[config.mk]
export PLATFORM = sky130hd
export DESIGN_NAME = pmp_entry_match
export DESIGN_NICKNAME = d
export VERILOG_FILES = /design/src/rtl/pmp_pkg.sv /design/src/rtl/pmp_entry_match.sv
export SDC_FILE = /design/constraint.sdc
export NUM_CORES = 1
export LEC_CHECK = 0
export ABC_AREA = 1
export CAP_MARGIN = 25
export CELL_PAD_IN_SITES_DETAIL_PLACEMENT = 1
export CELL_PAD_IN_SITES_GLOBAL_PLACEMENT = 2
export CORE_MARGIN = 10
export CORE_UTILIZATION = 24
export DETAILED_ROUTE_END_ITERATION = 10
export PLACE_DENSITY = 0.94
export SYNTH_ARGS = -nofsm -noshare
export SYNTH_HDL_FRONTEND = slang
export SYNTH_SLANG_ARGS = --single-unit
[constraint.sdc]
create_clock -name vclk -period 6.37
set_input_delay 1.911 -clock vclk [all_inputs]
set_output_delay 1.911 -clock vclk [all_outputs]
set_load 0.02 [all_outputs]
[src/rtl/pmp_pkg.sv]
// pmp_pkg: shared PMP config layout, address-mode and privilege constants
package pmp_pkg;
  typedef struct packed {
    logic       l;
    logic [1:0] res;
    logic [1:0] a;
    logic       x;
    logic       w;
    logic       r;
  } pmpcfg_t;
  localparam logic [1:0] A_OFF   = 2'd0;
  localparam logic [1:0] A_TOR   = 2'd1;
  localparam logic [1:0] A_NA4   = 2'd2;
  localparam logic [1:0] A_NAPOT = 2'd3;
  localparam logic [1:0] PRV_U   = 2'd0;
  localparam logic [1:0] PRV_S   = 2'd1;
  localparam logic [1:0] PRV_M   = 2'd3;
endpackage

[src/rtl/pmp_entry_match.sv]
// pmp_entry_match: combinational address match of one PMP entry for the first and last byte of an access
// Ports: mode_i (A field), addr_i (this pmpaddr), prev_i (previous pmpaddr, TOR lower bound),
//        first_i/last_i (byte addresses), first_hit_o/last_hit_o (byte inside region).
// Build option PMP_NAPOT_EN: when undefined, mode NAPOT matches nothing.
module pmp_entry_match
  import pmp_pkg::*;
#(
  parameter int PLEN = 34
) (
  input  logic [1:0]      mode_i,
  input  logic [PLEN-3:0] addr_i,
  input  logic [PLEN-3:0] prev_i,
  input  logic [PLEN-1:0] first_i,
  input  logic [PLEN-1:0] last_i,
  output logic            first_hit_o,
  output logic            last_hit_o
);
  logic [1:0]      mode;
  logic [PLEN-3:0] napot_mask;
`ifdef PMP_NAPOT_EN
  assign mode = mode_i;
`else
  assign mode = (mode_i == A_NAPOT) ? A_OFF : mode_i;
`endif
  // trailing ones of pmpaddr plus the next bit form the don't-care word-address bits
  assign napot_mask = ~(addr_i ^ (addr_i + 1'b1));
  function automatic logic covers(input logic [1:0] m, input logic [PLEN-3:0] ad, input logic [PLEN-3:0] pv,
                                  input logic [PLEN-3:0] mk, input logic [PLEN-1:0] a);
    return (m == A_TOR)   ? (a >= {pv, 2'b00} && a < {ad, 2'b00}) :
           (m == A_NA4)   ? (a[PLEN-1:2] == ad) :
           (m == A_NAPOT) ? ((a[PLEN-1:2] & mk) == (ad & mk)) : 1'b0;
  endfunction
  assign first_hit_o = covers(mode, addr_i, prev_i, napot_mask, first_i);
  assign last_hit_o  = covers(mode, addr_i, prev_i, napot_mask, last_i);
endmodule

==> summary.md, run 1 <==
| Metric | Value |
|---|---|
| Vertical die dimension | `136 um` |
| DP Cell Count | `slightly above 800` |
| Part of the power in combinational logic | `1.000` |
| Endpoint type of the worst setup path | `primary output` |
| Number of standard cells in the layout, taps in and fillers out | `roughly 830` |
| Number of vias per cell after detailed routing | `approximately 4.5` |
| Net count reported at finish | `around 920` |
| FF+latch area | `0 um^2` |
| Number of antenna violations at the first check in global routing | `0` |
| Hold Violations, Final | `0` |
| Unrepaired setup endpoints after global routing | `no` |
| Vias in the first global route | `4308` |
| Min Tclk post-route | `6140 ps` |
| IR drop worst, VDD | `0.0206 mV` |
| Total leakage power | `~2.6 nW` |
| Post-Synthesis Mean Instance Area | `6.28 um^2` |
| Vias post-DR | `approximately 3700` |
| Clock buffer count in the final layout | `0` |
| Summed negative setup slack over all endpoints | `0 ps` |
| Post-Syn Nets | `776` |
| All-layer global routing usage | `0.131` |
| Share of cells above drive strength 1 | `0.00768` |
| Relative slew slack | `0.760` |
| Highest achievable clock rate | `0.163 GHz` |
| N_diodes | `0` |
| Die width | `about 140 um` |
| Count of synthesis-stage warnings from yosys | `0` |
| Synthesized area | `about 3200 um^2` |
| Flip-flop and latch count | `0` |
| Worst Setup Path Type | `in2out` |
| DRC marker count from the first detailed-route iteration | `40` |
| Multiplexer share of the synthesized area | `0` |
| Max_cap viols | `0` |
| Largest family of logic cells by synthesized area | `adder cells` |
| Post-layout instance area | `around 4800 um^2` |
| Startpoint of the most critical hold path | `mode_i[1]` |
| Total overflow reported by the global router | `0` |
| Maximum number of pins on one net before global-route repair | `4` |
| Resized Gates After CTS | `0` |
| Maximum fanout along the worst path | `2` |
| Hold/Removal Path Class | `in2out` |
| Timing startpoint of the critical path | `prev_i[6]` |
| Synth Area in XOR/XNOR | `0` |
| Worst setup SP type | `input pin` |
| Detailed placement HPWL | `roughly 12 mm` |
| Starting utilization of the core area | `0.245` |
| Share of synthesized area occupied by flip-flops and latches | `0` |
| First-pass GRT wire length | `20.4 mm` |
| Detailed-route wire length | `approximately 12 mm` |
| Simple-Gate Fraction of Synth Area | `0.265` |
| Fraction of the cycle the final worst path needs | `0.964` |
| Fill cell instance count of the final layout | `1681` |
| Netlist cell types | `16` |
| Power density over cell area | `about 60 nW/um^2` |
| Core region area | `13200 um^2` |
| Total internal power | `between 0.00015 and 0.0002 W` |
| Setup Fix Bufs, Post-CTS | `0` |
| RD Place Congestion | `approximately 0.90` |
| Required time worst endpoint | `approximately 4500 ps` |
| Setup violators final | `0` |
| Number of top-level pins | `around 140` |
| Area taken by multi-input logic gates | `roughly 2900 um^2` |
| Switching power as a share of total power | `0.479` |
| Per-cell routed wire length | `15.1 um` |
| Net Sw Power | `0.000141 W` |
| Synthesized netlist cell count | `~510` |
| Cell Rows | `between 40 and 50` |
| Worst endpoint data arrival time | `4230 ps` |
| DRC violations left | `0` |
| Cell area reported after detailed placement | `roughly 4800 um^2` |
| Routed Antenna Nets | `0` |
| PortBufs | `136` |
| Area grow syn2layout | `49.4%` |
| Outcome | `finished clean` |
| Worst Max-Slew Pin Slew | `approximately 360 ps` |
| Portion of total power attributed to sequential cells | `0` |
| Die Footprint | `about 18000 um^2` |
| Final number of max-transition violations | `0` |
| Top library cells by usage in the layout, fill and taps aside | `sky130_fd_sc_hd__nand2_1, sky130_fd_sc_hd__clkdlybuf4s50_1, sky130_fd_sc_hd__ha_1, sky130_fd_sc_hd__inv_1, sky130_fd_sc_hd__a21oi_1` |
| Synthesized-area fraction occupied by ao, oa, aoi and oai cells | `0.124` |
| Share of total power in the clock network | `0` |
| Post-Synth Adder-Cell Area | `0.497` |
| Detailed Routing Iterations Pass 1 | `4` |
| CTS Hold Bufs | `0` |
| Commonest non-fill, non-tap cell in the layout | `sky130_fd_sc_hd__nand2_1` |
==> synth_stat cells <==
cell type,instances,share of area
sky130_fd_sc_hd__nand2_1,147,0.17
sky130_fd_sc_hd__ha_1,128,0.50
sky130_fd_sc_hd__inv_1,95,0.11
sky130_fd_sc_hd__a21oi_1,56,0.087
sky130_fd_sc_hd__nor2_1,36,0.042
sky130_fd_sc_hd__nand3_1,12,0.019
sky130_fd_sc_hd__nand4_1,9,0.017
sky130_fd_sc_hd__o21ai_0,9,0.014
sky130_fd_sc_hd__o21a_1,6,0.014
sky130_fd_sc_hd__nor3_1,5,0.0078
sky130_fd_sc_hd__inv_2,3,0.0035
sky130_fd_sc_hd__a21o_1,2,0.0047
sky130_fd_sc_hd__nand3b_1,2,0.0047
sky130_fd_sc_hd__o21bai_1,2,0.0047
sky130_fd_sc_hd__nor2b_1,1,0.0019
sky130_fd_sc_hd__nor4_1,1,0.0019
==> path summary, 6_finish.rpt <==
path                       to  cells after the start
setup / recovery  first_hit_o                     14
hold / removal     last_hit_o                      6
==> layout make-up <==
class,instances,area share
multi-input combinational,416,0.593
timing repair buffer,137,0.285
inverter,98,0.0763
tap,176,0.0457
==> power groups by stage <==
| stage | clock network, W | registers (W) | logic, W |
|---|---|---|---|
| 2_1_floorplan | 0 | 0 | 0.000149 |
| 3_5_place_dp | 0 | 0 | 0.000297 |
| 3_3_place_gp | 0 | 0 | 0.000283 |
| 4_1_cts | 0 | 0 | 0.000299 |
| 6_report | 0 | 0 | 0.000294 |
| 5_1_grt | 0 | 0 | 0.000340 |
==> logic make-up after synthesis <==
kind of cell	Yosys count
AOI/OAI and AO/OA	75
adders and majority gates	128
buffers and inverters	98
and+or+nand+nor	213
==> stage by stage <==
| step | hold WS (ps) | setup slack (ps) | util | power [W] |
|---|---|---|---|---|
| after CTS | 5130 | 117 | 0.365 | 0.000299 |
| final | 4840 | 232 | 0.365 | 0.000294 |
| after floorplan | 4120 | 1440 | - | 0.000149 |
| after global routing | 4900 | 1.25 | 0.365 | 0.000340 |
| after global placement | 5140 | 118 | 0.365 | 0.000283 |
| after detailed placement | 5120 | 133 | 0.365 | 0.000297 |
==> worst max-delay path: stages <==
cell                              delay (ps)
sky130_fd_sc_hd__clkdlybuf4s50_1         480
sky130_fd_sc_hd__inv_1                    60
sky130_fd_sc_hd__ha_1                    270
sky130_fd_sc_hd__nand2_1                  80
sky130_fd_sc_hd__nor2_1                  200
sky130_fd_sc_hd__nand3_1                 120
sky130_fd_sc_hd__nor2_1                  130
sky130_fd_sc_hd__nand2_1                  70
sky130_fd_sc_hd__nand2_1                  60
sky130_fd_sc_hd__nor2_1                   40
sky130_fd_sc_hd__nand2_1                  70
sky130_fd_sc_hd__nand2_1                  50
sky130_fd_sc_hd__nand2_1                  70
sky130_fd_sc_hd__clkdlybuf4s50_1         620
==> metal layers <==
layer	global-route usage	routed length [um]
met1	0.147	5420
met2	0.261	6420
met3	0.0151	456
met4	0.0166	159
met5	0	0
Note: power is estimated with default switching activity, not from simulation.
==> inputs of run 2 (changes only) <==
--- a/config.mk
+++ b/config.mk
@@ -10,9 +10,9 @@
 export CELL_PAD_IN_SITES_DETAIL_PLACEMENT = 1
 export CELL_PAD_IN_SITES_GLOBAL_PLACEMENT = 2
 export CORE_MARGIN = 10
-export CORE_UTILIZATION = 24
+export CORE_UTILIZATION = 22
 export DETAILED_ROUTE_END_ITERATION = 10
-export PLACE_DENSITY = 0.94
+export PLACE_DENSITY = 0.88
 export SYNTH_ARGS = -nofsm -noshare
 export SYNTH_HDL_FRONTEND = slang
 export SYNTH_SLANG_ARGS = --single-unit
==> constraint.sdc (replaced) <==
create_clock -name vclk -period 6.6
set_input_delay 1.98 -clock vclk [all_inputs]
set_output_delay 1.98 -clock vclk [all_outputs]
set_load 0.02 [all_outputs]
==> summary.md, run 2 (synthesized netlist as in run 1, its figures left out) <==
| Metric | Value |
|---|---|
| Outcome | `finished clean` |
| Per-cell routed wire length | `15.2 um` |
| All-layer global routing usage | `0.121` |
| First-pass GRT wire length | `around 20 mm` |
| Vias post-DR | `between 3000 and 4000` |
| Hold Violations, Final | `0` |
| Top library cells by usage in the layout, fill and taps aside | `sky130_fd_sc_hd__nand2_1, sky130_fd_sc_hd__clkdlybuf4s50_1, sky130_fd_sc_hd__ha_1, sky130_fd_sc_hd__inv_1, sky130_fd_sc_hd__a21oi_1` |
| Power density over cell area | `58.9 nW/um^2` |
| Detailed-route wire length | `~13 mm` |
| Highest achievable clock rate | `0.158 GHz` |
| Summed negative setup slack over all endpoints | `0 ps` |
| Number of vias per cell after detailed routing | `approximately 4.5` |
| Starting utilization of the core area | `0.224` |
| Worst Max-Slew Pin Slew | `just under 400 ps` |
| Clock buffer count in the final layout | `0` |
| Critical Path Slowest Stage Cell | `sky130_fd_sc_hd__clkdlybuf4s50_1` |
| Required time worst endpoint | `~4600 ps` |
| Max_cap viols | `0` |
| FF+latch area | `0 um^2` |
| Worst setup SP type | `input pin` |
| Net Sw Power | `0.000136 W` |
| Routed Antenna Nets | `0` |
| Most frequent cell on the critical path | `sky130_fd_sc_hd__nand2_1` |
| PortBufs | `roughly 140` |
| Vias in the first global route | `4193` |
| Share of cells above drive strength 1 | `0.00768` |
| Crit-path max cell delay | `610 ps` |
| Area grow syn2layout | `49.7%` |
| Startpoint of the most critical hold path | `mode_i[1]` |
| Cell Rows | `44` |
| DRC violations left | `0` |
| Die width | `about 140 um` |
| Portion of total power attributed to sequential cells | `0` |
| Part of the power in combinational logic | `1.000` |
| Total overflow reported by the global router | `0` |
| Fraction of the cycle the final worst path needs | `0.957` |
| Detailed placement HPWL | `12.2 mm` |
| Number of top-level pins | `around 140` |
| Final number of max-transition violations | `0` |
| Maximum number of pins on one net before global-route repair | `4` |
| Number of antenna violations at the first check in global routing | `0` |
| Net count reported at finish | `approximately 920` |
| Fill cell instance count of the final layout | `~1800` |
| Unrepaired setup endpoints after global routing | `no` |
| Worst Setup Path Type | `in2out` |
| Die Footprint | `between 15000 and 20000 um^2` |
| Worst endpoint data arrival time | `roughly 4300 ps` |
| Detailed Routing Iterations Pass 1 | `4` |
| Number of stages on the worst hold path | `6` |
| Setup violators final | `0` |
| Min Tclk post-route | `between 6000 and 7000 ps` |
| Total leakage power | `about 2.6 nW` |
| Worst min-delay path endpoint | `first_hit_o` |
| Relative slew slack | `0.741` |
| Flip-flop and latch count | `0` |
| Vertical die dimension | `around 140 um` |
| Switching power as a share of total power | `0.479` |
| Endpoint type of the worst setup path | `primary output` |
| Commonest non-fill, non-tap cell in the layout | `sky130_fd_sc_hd__nand2_1` |
| N_diodes | `0` |
| Core region area | `14400 um^2` |
| Hold/Removal Path Class | `in2out` |
| Total internal power | `between 0.0001 and 0.00015 W` |
| DRC marker count from the first detailed-route iteration | `51` |
| Maximum fanout along the worst path | `3` |
| Worst-path cell chain | `clkdlybuf4s50_1 > inv_1 > ha_1 > nand2_1 > nor2_1 > nand2_1 > nor2_1 > nand3_1 > nand2_1 > nor2_1 > nand2_1 > nand2_1 > nand2_1 > clkdlybuf4s50_1` |
| Overall power after layout | `roughly 0.00028 W` |
| Cell type group with the largest total delay on the critical path | `buffers and inverters` |
| IR drop worst, VDD | `just under 0.02 mV` |
| Buf+Inv Stages, Crit Path | `3` |
| CTS Hold Bufs | `0` |
| Share of total power in the clock network | `0` |
| RD Place Congestion | `0.853` |
[run 2: cell types whose count changed in the layout (fill, tap and decap cells not counted), sizes merged]
cell	delta
clkdlybuf4s50	+1
dlymetal6s2s	-1
[run 2: cell type report]
class,instances,area [um^2],share of cell area
repair buffers,137,1370,0.283
inverters,98,368,0.0762
multi-input cells,416,2860,0.593
well taps,184,230,0.0477
[run 2: timing repair]
item / 4_1_cts / 5_1_grt
resized for setup: 0 / 1
buffers inserted: 0 / 0
endpoints found under the setup margin: 0 / 1
[run 2: stage by stage]
stage	hold WS, ps	utilization	setup slack [ps]	instance area (um^2)	cells
2_1_floorplan	4260	-	1530	3230	514
3_3_place_gp	5310	0.334	186	4820	835
3_5_place_dp	5310	0.334	174	4820	835
4_1_cts	5320	0.334	169	4820	835
5_1_grt	5380	0.335	60.5	4830	835
6_report	5280	0.335	286	4830	835
[run 2: routing by layer]
metal	up-vias	share of wire	track usage
met5	-	0	0
met4	0	0	0.000543
met3	0	0.048	0.0191
met2	76	0.51	0.232
met1	1685	0.44	0.144
li1	1964	-	-
[run 2: worst max-delay path by stage]
stage             endpoint        from  cells after the start  slack [ps]
2_1_floorplan   last_hit_o  prev_i[31]                     12        1530
3_3_place_gp   first_hit_o  addr_i[31]                     11         190
3_5_place_dp   first_hit_o  addr_i[31]                     11         170
4_1_cts        first_hit_o  addr_i[31]                     11         170
5_1_grt        first_hit_o  prev_i[31]                     14          60
6_report        last_hit_o  prev_i[27]                     14         290
[run 2: power groups by stage]
stage	Sequential, W	Combinational (W)	Clock [W]
after CTS	0	0.000289	0
final	0	0.000284	0
after global routing	0	0.000327	0
after detailed placement	0	0.000286	0
after floorplan	0	0.000143	0
after global placement	0	0.000272	0
==> inputs of run 3 (changes only) <==
--- a/config.mk
+++ b/config.mk
@@ -9,7 +9,7 @@
 export CAP_MARGIN = 25
 export CELL_PAD_IN_SITES_DETAIL_PLACEMENT = 1
 export CELL_PAD_IN_SITES_GLOBAL_PLACEMENT = 2
-export CORE_MARGIN = 10
+export CORE_MARGIN = 8
 export CORE_UTILIZATION = 22
 export DETAILED_ROUTE_END_ITERATION = 10
 export PLACE_DENSITY = 0.88
==> summary.md, run 3 (synthesized netlist as in run 1, its figures left out) <==
| Metric | Value |
|---|---|
| Worst Max-Slew Pin Slew | `372 ps` |
| All-layer global routing usage | `0.131` |
| Maximum fanout along the worst path | `2` |
| PortBufs | `roughly 140` |
| DRC violations left | `0` |
| RD Place Congestion | `0.849` |
| Share of cells above drive strength 1 | `0.00462` |
| Die width | `137 um` |
| FF+latch area | `0 um^2` |
| Power density over cell area | `~60 nW/um^2` |
| Per-cell routed wire length | `~15 um` |
| Worst endpoint data arrival time | `4390 ps` |
| Setup violators final | `0` |
| Vias in the first global route | `~4200` |
| Maximum number of pins on one net before global-route repair | `4` |
| Vertical die dimension | `137 um` |
| Total leakage power | `2.61 nW` |
| Detailed-route wire length | `about 12 mm` |
| Number of top-level pins | `136` |
| Flip-flop and latch count | `0` |
| Cell type group with the largest total delay on the critical path | `buffers and inverters` |
| Required time worst endpoint | `between 4000 and 5000 ps` |
| Critical Path Slowest Stage Cell | `sky130_fd_sc_hd__clkdlybuf4s50_1` |
| Outcome | `finished clean` |
| Most frequent cell on the critical path | `sky130_fd_sc_hd__nand2_1` |
| CTS Hold Bufs | `0` |
| Min Tclk post-route | `between 6000 and 7000 ps` |
| Routed Antenna Nets | `0` |
| Top library cells by usage in the layout, fill and taps aside | `sky130_fd_sc_hd__nand2_1, sky130_fd_sc_hd__clkdlybuf4s50_1, sky130_fd_sc_hd__ha_1, sky130_fd_sc_hd__inv_1, sky130_fd_sc_hd__a21oi_1` |
| Final number of max-transition violations | `0` |
| IR drop worst, VDD | `~0.018 mV` |
| Unrepaired setup endpoints after global routing | `no` |
| Number of antenna violations at the first check in global routing | `1` |
| Crit-path max cell delay | `610 ps` |
| Total number of cells along the worst setup path | `14` |
| Critical path endpoint | `last_hit_o` |
| Total overflow reported by the global router | `0` |
| Hold Violations, Final | `0` |
| N_diodes | `0` |
| Commonest non-fill, non-tap cell in the layout | `sky130_fd_sc_hd__nand2_1` |
| Clock buffer count in the final layout | `0` |
| Detailed Routing Iterations Pass 1 | `4` |
| Core region area | `between 10000 and 15000 um^2` |
| Hold/Removal Path Class | `in2out` |
| Highest achievable clock rate | `between 0.15 and 0.2 GHz` |
| Worst-path cell chain | `clkdlybuf4s50_1 > inv_1 > ha_1 > nand2_1 > nor2_1 > nand2_1 > nor2_1 > nand3_1 > nand2_1 > nor2_1 > nand2_1 > nand2_1 > nand2_1 > clkdlybuf4s50_1` |
| Detailed placement HPWL | `11.9 mm` |
| Cell Rows | `44` |
| Die Footprint | `approximately 19000 um^2` |
| Fraction of the cycle the final worst path needs | `0.966` |
| Area grow syn2layout | `49.3%` |
| Buf+Inv Stages, Crit Path | `3` |
| Resized Gates After CTS | `0` |
| DRC marker count from the first detailed-route iteration | `between 40 and 50` |
| Summed negative setup slack over all endpoints | `0 ps` |
| Starting utilization of the core area | `0.224` |
| Final hold slack | `about 5300 ps` |
| First-pass GRT wire length | `20.0 mm` |
| Timing startpoint of the critical path | `prev_i[31]` |
| Worst setup SP type | `input pin` |
| Net count reported at finish | `914` |
| Max_cap viols | `0` |
| Vias post-DR | `around 3700` |
| Startpoint of the most critical hold path | `mode_i[1]` |
| Relative slew slack | `0.750` |
| Worst Setup Path Type | `in2out` |
| Number of vias per cell after detailed routing | `about 4.4` |
| Endpoint type of the worst setup path | `primary output` |
| Setup Fix Bufs, Post-CTS | `0` |
## run 3: changes by cell type in the layout (fill, tap and decap cells not counted)
cell                     before  now
sky130_fd_sc_hd__nor3_2       1    0
sky130_fd_sc_hd__buf_4        1    0
sky130_fd_sc_hd__nor3_1       4    5
## run 3: final cells by class
| cell class | count | area (um^2) |
|---|---|---|
| fillers | 1843 | 9610 |
| repair buffers | 136 | 1360 |
| inverters | 98 | 368 |
| well taps | 184 | 230 |
| multi-input cells | 416 | 2860 |
## run 3: layer usage
metal	share of wire	vias up	routed length (um)	global-route usage
met5	0.0010	-	13	0
met4	0.0033	2	41	0.00362
met3	0.048	4	596	0.0165
met2	0.49	76	6120	0.250
met1	0.45	1639	5620	0.159
li1	-	1968	-	-
## run 3: tightest hold or removal path, delay by kind of cell
kind | cells | cell delay, ps
buf+inv | 2 | 960
simple gates | 4 | 330
## run 3: worst min path at each step
stage	end	slack [ps]	depth (start not counted)
after floorplan	first_hit_o	4260	4
after global placement	last_hit_o	5310	6
after detailed placement	first_hit_o	5290	6
after CTS	first_hit_o	5300	6
after global routing	first_hit_o	5330	6
final	first_hit_o	5250	6
## run 3: report_power, final
group / switching (W) / internal (W) / total, W
Combinational: 0.000136 / 0.000148 / 0.000284
Clock: 0 / 0 / 0
Sequential: 0 / 0 / 0
Total: 0.000136 / 0.000148 / 0.000284
## run 3: metrics by stage
step	utilization	power, W	setup WS (ps)	cells	cell area (um^2)
floorplan	-	0.000143	1530	514	3230
global placement	0.334	0.000274	178	834	4820
detailed placement	0.334	0.000287	190	834	4820
CTS	0.334	0.000289	183	834	4820
global route	0.334	0.000327	15.6	834	4820
finish	0.334	0.000284	227	834	4820
